### src/rtl/rsa_seq_pkg.sv
// rsa_seq_pkg
//   Shared definitions for the RSA run sequencer:
//   - seq_state_t : run-controller FSM states (IDLE, ARM, RUN, DONE)
//   - ADDR_W_DEF  : default memory address width
//   - DATA_W_DEF  : default memory data width
package rsa_seq_pkg;

  typedef enum logic [1:0] {
    IDLE = 2'd0,
    ARM  = 2'd1,
    RUN  = 2'd2,
    DONE = 2'd3
  } seq_state_t;

  localparam int ADDR_W_DEF = 32;
  localparam int DATA_W_DEF = 32;

endpackage

### src/rtl/mem_port_mux.sv
// mem_port_mux
//   Combinational selector for the single-port data RAM. When cpu_owns is
//   high the CPU data-memory port drives the RAM. Otherwise the host port
//   does, and a write reaches the RAM only when the host access was granted.
//
// Ports:
//   cpu_owns                               in  : 1 = CPU owns the RAM
//   cpu_mem_write, cpu_addr, cpu_wdata     in  : CPU memory port
//   host_gnt, host_we, host_addr,
//   host_wdata                             in  : host memory port
//   mem_we, mem_addr, mem_wdata            out : to data RAM
module mem_port_mux #(
  parameter int ADDR_W = 32,
  parameter int DATA_W = 32
) (
  input  logic              cpu_owns,
  input  logic              cpu_mem_write,
  input  logic [ADDR_W-1:0] cpu_addr,
  input  logic [DATA_W-1:0] cpu_wdata,
  input  logic              host_gnt,
  input  logic              host_we,
  input  logic [ADDR_W-1:0] host_addr,
  input  logic [DATA_W-1:0] host_wdata,
  output logic              mem_we,
  output logic [ADDR_W-1:0] mem_addr,
  output logic [DATA_W-1:0] mem_wdata
);

  always_comb begin
    mem_we    = 1'b0;
    mem_addr  = host_addr;
    mem_wdata = host_wdata;
    if (cpu_owns) begin
      mem_we    = cpu_mem_write;
      mem_addr  = cpu_addr;
      mem_wdata = cpu_wdata;
    end else begin
      // An ungranted host write must never reach the RAM.
      mem_we = host_gnt && host_we;
    end
  end

endmodule

### src/rtl/rsa_run_sequencer.sv
// rsa_run_sequencer
//   Run controller for the RSA pipeline CPU. It holds the CPU in reset while
//   the host loads the shared data RAM, pulses cpu_start, and gives the CPU
//   exclusive RAM ownership until FlagZero (or, optionally, the watchdog)
//   ends the run. The RAM then returns to the host for result readout.
//
// Configuration macro:
//   SEQ_WATCHDOG_EN : when defined, a RUN-cycle watchdog ends runs that
//                     last MAX_CYCLES cycles and raises timeout. When
//                     undefined, there is no counter and timeout is tied 0.
//
// Ports:
//   clk, reset                          in  : clock, sync active-high reset
//   go                                  in  : run request (IDLE/DONE only)
//   host_req/we/addr/wdata              in  : host memory request
//   host_gnt                            out : host access accepted this cycle
//   host_rvalid, host_rdata             out : read data, 1 cycle after grant
//   busy, done, timeout                 out : run status
//   cpu_reset, cpu_start                out : CPU control
//   cpu_flag_zero                       in  : CPU completion flag
//   cpu_mem_write, cpu_addr, cpu_wdata  in  : CPU memory port
//   mem_we, mem_addr, mem_wdata         out : RAM port
//   mem_rdata                           in  : RAM read data (1-cycle latency)
//   dbg_state                           out : current FSM state
//
// Host handshake: host_req is a request that is accepted (host_gnt=1) in the
// same cycle, only in IDLE/DONE, and only when go is low. There is no
// back-pressure beyond the grant. A granted read returns host_rvalid=1 with
// host_rdata on the following cycle. Back-to-back reads are accepted.
module rsa_run_sequencer
  import rsa_seq_pkg::*;
#(
  parameter int ADDR_W     = ADDR_W_DEF,
  parameter int DATA_W     = DATA_W_DEF,
  parameter int MAX_CYCLES = 1000000
) (
  input  logic              clk,
  input  logic              reset,
  input  logic              go,
  input  logic              host_req,
  input  logic              host_we,
  input  logic [ADDR_W-1:0] host_addr,
  input  logic [DATA_W-1:0] host_wdata,
  output logic              host_gnt,
  output logic              host_rvalid,
  output logic [DATA_W-1:0] host_rdata,
  output logic              busy,
  output logic              done,
  output logic              timeout,
  output logic              cpu_reset,
  output logic              cpu_start,
  input  logic              cpu_flag_zero,
  input  logic              cpu_mem_write,
  input  logic [ADDR_W-1:0] cpu_addr,
  input  logic [DATA_W-1:0] cpu_wdata,
  output logic              mem_we,
  output logic [ADDR_W-1:0] mem_addr,
  output logic [DATA_W-1:0] mem_wdata,
  input  logic [DATA_W-1:0] mem_rdata,
  output seq_state_t        dbg_state
);

  seq_state_t state;
  logic       host_side;

`ifdef SEQ_WATCHDOG_EN
  localparam int              CNT_W   = $clog2(MAX_CYCLES);
  localparam logic [CNT_W-1:0] WD_LAST = CNT_W'(MAX_CYCLES - 1);
  logic [CNT_W-1:0] wd_cnt;
  logic             timeout_q;
  assign timeout = timeout_q;
`else
  assign timeout = 1'b0;
`endif

  assign dbg_state = state;
  assign host_side = (state == IDLE) || (state == DONE);

  // go wins over a simultaneous host request: the RAM changes owner on the
  // very edge that samples go.
  assign host_gnt = host_side && host_req && !go;

  // Gate read data so host_rdata reads 0 whenever no read is being returned.
  assign host_rdata = host_rvalid ? mem_rdata : '0;

  always_ff @(posedge clk) begin
    if (reset) begin
      state       <= IDLE;
      cpu_reset   <= 1'b1;
      cpu_start   <= 1'b0;
      busy        <= 1'b0;
      done        <= 1'b0;
      host_rvalid <= 1'b0;
`ifdef SEQ_WATCHDOG_EN
      wd_cnt      <= '0;
      timeout_q   <= 1'b0;
`endif
    end else begin
      host_rvalid <= host_gnt && !host_we;
      cpu_start   <= 1'b0;
      case (state)
        IDLE, DONE: begin
          if (go) begin
            state     <= ARM;
            cpu_reset <= 1'b0;
            cpu_start <= 1'b1;
            busy      <= 1'b1;
            done      <= 1'b0;
`ifdef SEQ_WATCHDOG_EN
            wd_cnt    <= '0;
            timeout_q <= 1'b0;
`endif
          end
        end
        ARM: begin
          state <= RUN;
        end
        RUN: begin
          // The flag is checked first so it beats a same-cycle expiry.
          if (cpu_flag_zero) begin
            state     <= DONE;
            cpu_reset <= 1'b1;
            busy      <= 1'b0;
            done      <= 1'b1;
          end
`ifdef SEQ_WATCHDOG_EN
          else if (wd_cnt == WD_LAST) begin
            state     <= DONE;
            cpu_reset <= 1'b1;
            busy      <= 1'b0;
            done      <= 1'b1;
            timeout_q <= 1'b1;
          end else begin
            // The counter cannot pass WD_LAST because RUN exits there.
            wd_cnt <= wd_cnt + 1'b1;
          end
`endif
        end
        default: begin
          state     <= IDLE;
          cpu_reset <= 1'b1;
          busy      <= 1'b0;
        end
      endcase
    end
  end

  mem_port_mux #(
    .ADDR_W(ADDR_W),
    .DATA_W(DATA_W)
  ) u_mux (
    .cpu_owns      (busy),
    .cpu_mem_write (cpu_mem_write),
    .cpu_addr      (cpu_addr),
    .cpu_wdata     (cpu_wdata),
    .host_gnt      (host_gnt),
    .host_we       (host_we),
    .host_addr     (host_addr),
    .host_wdata    (host_wdata),
    .mem_we        (mem_we),
    .mem_addr      (mem_addr),
    .mem_wdata     (mem_wdata)
  );

endmodule

### config.mk
export PLATFORM = sky130hd
export DESIGN_NAME = rsa_run_sequencer
export DESIGN_NICKNAME = d
export VERILOG_FILES = /design/src/rtl/rsa_seq_pkg.sv /design/src/rtl/mem_port_mux.sv /design/src/rtl/rsa_run_sequencer.sv
export SDC_FILE = /design/constraint.sdc
export NUM_CORES = 1
export LEC_CHECK = 0
export CAP_MARGIN = 20
export CORE_AREA = 4 4 103 105
export CTS_BUF_LIST = sky130_fd_sc_hd__clkbuf_8
export DETAILED_ROUTE_END_ITERATION = 16
export DIE_AREA = 0 0 107 109
export SLEW_MARGIN = 20
export SYNTH_ARGS = -nofsm -noshare
export SYNTH_HDL_FRONTEND = slang
export SYNTH_SLANG_ARGS = --single-unit
### constraint.sdc
create_clock -name clk -period 1.9 [get_ports clk]
set_input_delay 0.285 -clock clk [delete_from_list [all_inputs] [get_ports clk]]
set_output_delay 0.285 -clock clk [all_outputs]
set_load 0.05 [all_outputs]
==> Implementation_results.wiki <==
{| class="wikitable"
! Metric !! Value
|-
| Outcome || completed
|-
| Unrepaired setup endpoints after global routing || no
|-
| Worst slew slack as a fraction of its limit || 65.06%
|-
| Port Buf Inserts || roughly 270
|-
| Endpoint kind of the worst setup timing path || output pin
|-
| Peak fanout along the critical path || 5
|-
| Post-synthesis sequential area ratio || ~10%
|-
| Antenna diodes || 0
|-
| Most used routing layer || met2
|-
| Largest net degree at the start of global routing || 48
|-
| I/O pin count || between 200 and 300
|-
| Number of maximum-capacitance violations || 0
|-
| CTS HTree Levels || 1
|-
| Minimum period implied by the final worst setup slack || about 1.8 ns
|-
| Number of DRC violations after detailed-routing iteration 0 || between 50 and 60
|-
| Total design power || approximately 5400 µW
|-
| Register share of total power || 4.8%
|-
| Post CTS Setup Buffer Count || 0
|-
| Share of total power consumed by net switching || 53.33%
|-
| Number of buffers inserted during clock tree synthesis || 3
|-
| Worst Hold Launch || done
|-
| Clock transition at the registers of the reported paths || about 0.040 ns
|-
| Finish-stage setup viols || 0
|-
| Worst flop-to-flop path startpoint || dbg_state[0]
|-
| Die Area || 0.01166 mm²
|-
| Mapped cell area || between 0.001 and 0.0015 mm²
|-
| Vias per inst || approximately 4
|-
| Placed wire-length estimate after detailed placement || approximately 7800 µm
|-
| Count of unique library cells instantiated by Yosys || 23
|-
| Critical path data arrival time || between 1.5 and 2 ns
|-
| Remaining number of nets flagged by the antenna check after routing || 0
|-
| Startpoint types || flip-flop
|-
| Leak pwr || roughly 0.0019 µW
|-
| Gate count after technology mapping || around 150
|-
| Clock tree from TritonCTS || built
|-
| Clock root buffer || clkbuf_8
|-
| Site row count || 36
|-
| Fraction of power consumed by combinational cells || between 90% and 100%
|-
| Actual slew at the worst max-slew pin || about 0.52 ns
|-
| Vert. Die Dim || ~110 µm
|-
| M2 GR Usage || between 20% and 30%
|-
| Total track usage || between 10% and 20%
|-
| Leading cell type in the layout, fill and taps excluded || clkdlybuf4s50_1
|-
| Most frequent cells in the layout || 168 x clkdlybuf4s50_1, 56 x buf_12, 50 x buf_4, 47 x mux2_2, 32 x and2_1
|-
| Dominant synthesized flop cell || dfxtp_1
|-
| Initial core utilization || 14.38%
|-
| Worst EP required || approximately 1.6 ns
|-
| Power density over the cells || between 1000 and 1500 mW/mm²
|-
| DRT Pass-1 Iters || 4
|-
| GR Layer Usage met3 || around 4.4%
|-
| Share of total power in the clock network || approximately 3.8%
|-
| First-pass GRT wire length || roughly 12000 µm
|-
| Clock sink count || 7
|-
| Total of warnings raised by yosys || 0
|-
| Synthesized net count || 315
|-
| Path type of the worst min-delay path || reg2reg
|-
| Grt total ovfl || 0
|-
| Peak supply drop || ~0.60 mV
|-
| Met1 layer usage reported by global route || 14.46%
|-
| Count of flip-flops with a built-in enable after synthesis || 0
|-
| Number of global-route vias before repair || between 2000 and 2500
|-
| Count of final max-slew check failures || 0
|-
| Psw || around 2900 µW
|-
| Synth Register Bits || 7
|-
| Final period util || 94.69%
|-
| Proportion of layout cells with a drive suffix above 1 || between 40% and 50%
|-
| Path type of the worst setup path || reg2out
|-
| Origin of the worst setup path || dbg_state[0]
|-
| Power Internal || between 2000 and 3000 µW
|-
| Area overhead of the layout relative to synthesis || 240.8%
|-
| Latest clock arrival within the worst-skew pair || approximately 0.23 ns
|-
| Setup TNS Final || 0 ns
|-
| Die width || ~110 µm
|-
| Placer Congestion || 0.7124
|-
| Proportion of synthesized flip-flops having asynchronous set or reset || 0%
|-
| Maximum clock rate || ~560 MHz
|-
| Clock Skew || 0.002456 ns
|-
| Final number of hold-violating endpoints || 0
|-
| Layout net count || 582
|-
| Placeable core area || 0.009639 mm²
|-
| Detailed-route wire length per cell || around 16 µm
|-
| Mean instance size in the synthesized netlist || 9.495 µm²
|-
| Buffer depth of the longest clock path || 2
|-
| Count of unresolved DRC violations after routing || 0
|-
| Number of fill cells || slightly above 900
|-
| Antenna violations before repair || 0
|-
| Overall routed net length || between 8000 and 9000 µm
|-
| Vias after detailed routing || roughly 2200
|}
-- cells in the mapped netlist, types with 3 or more instances --
library cell / count / area share, %
a21oi_1: 6 / 2.2
mux2_2: 47 / 38
and2_1: 33 / 15
mux2_4: 17 / 18
clkbuf_1: 3 / 0.81
buf_2: 4 / 1.4
inv_1: 3 / 0.81
nand2_1: 4 / 1.1
dfxtp_1: 7 / 10
buf_6: 4 / 3.2
-- stage by stage --
step | util (%) | instances | worst slack, ns | instance area (µm²) | hold slack (ns)
3_5_place_dp | 48.38 | 541 | 0.2383 | 4663 | 0.5242
2_1_floorplan | - | 146 | -0.07401 | 1399 | 0.3571
4_1_cts | 48.87 | 545 | 0.004164 | 4711 | 0.5344
5_1_grt | 49.01 | 545 | 0.03499 | 4725 | 0.5640
6_report | 49.01 | 545 | 0.1010 | 4725 | 0.5341
3_3_place_gp | 48.38 | 541 | 0.2702 | 4663 | 0.5202
-- final timing paths --
path              depth (start not counted)  slack (ns)           to
hold / removal                            2        0.53         done
setup reg to reg                          5        0.57  host_rvalid
setup / recovery                          6        0.10       mem_we
hold reg to reg                           2        0.53         done
-- cell type report --
| class | count | area [µm²] | share of cell area [%] |
|---|---|---|---|
| multi-input cells | 124 | 1179 | 24.95 |
| repair buffers | 274 | 3178 | 67.27 |
| clock inverters | 1 | 3.754 | 0.07945 |
| inverters | 3 | 11.26 | 0.2383 |
| flip-flops and latches | 7 | 145.1 | 3.072 |
| well taps | 133 | 166.4 | 3.522 |
| clock buffers | 3 | 41.29 | 0.8739 |
-- power groups by stage --
stage                     registers (µW)  clock network (µW)  logic [µW]
after floorplan                      408                   0        2950
final                                259                 204        4920
after detailed placement             255                   0        4920
after global placement               252                   0        4910
after CTS                            254                 210        4940
after global routing                 266                 222        5130
-- flip-flops by register name, summed over array words and instances, names as in the netlist --
register / flops
cpu_reset: 1
done: 1
cpu_start: 1
dbg_state: 2
host_rvalid: 1
busy: 1
-- worst max-delay path, stage by stage (launching register included) --
cell and delay [ns]:
dfxtp_2 0.35, inv_1 0.08, ha_4 0.29, nor2b_2 0.14, nand3_1 0.12, o21ai_4 0.16
buf_12 0.15
-- metal layers --
layer / routed length (µm) / share of wire, %
met4: 121 / 1.4
met3: 1031 / 12
met2: 4592 / 53
met1: 2983 / 34
met5: 0 / 0
-- what timing repair did --
item | CTS | global route
hold buffers | 0 | 0
resized for setup | 1 | 2
setup endpoints to repair | 1 | 2
-- kinds of logic (layout without fill, tap and decap cells) --
family / count (synthesis) / count (layout) / share of synthesized area, %
AOI/OAI and AO/OA: 11 / 11 / 4.874
adders and majority gates: 2 / 2 / 1.805
buffers and inverters: 15 / 281 / 6.859
DFF: 7 / 7 / 10.11
muxes: 64 / 64 / 56.59
other: 1 / 1 / 0.2705
and+or+nand+nor: 46 / 46 / 19.49
No activity file was read; power rests on OpenSTA's default activity.
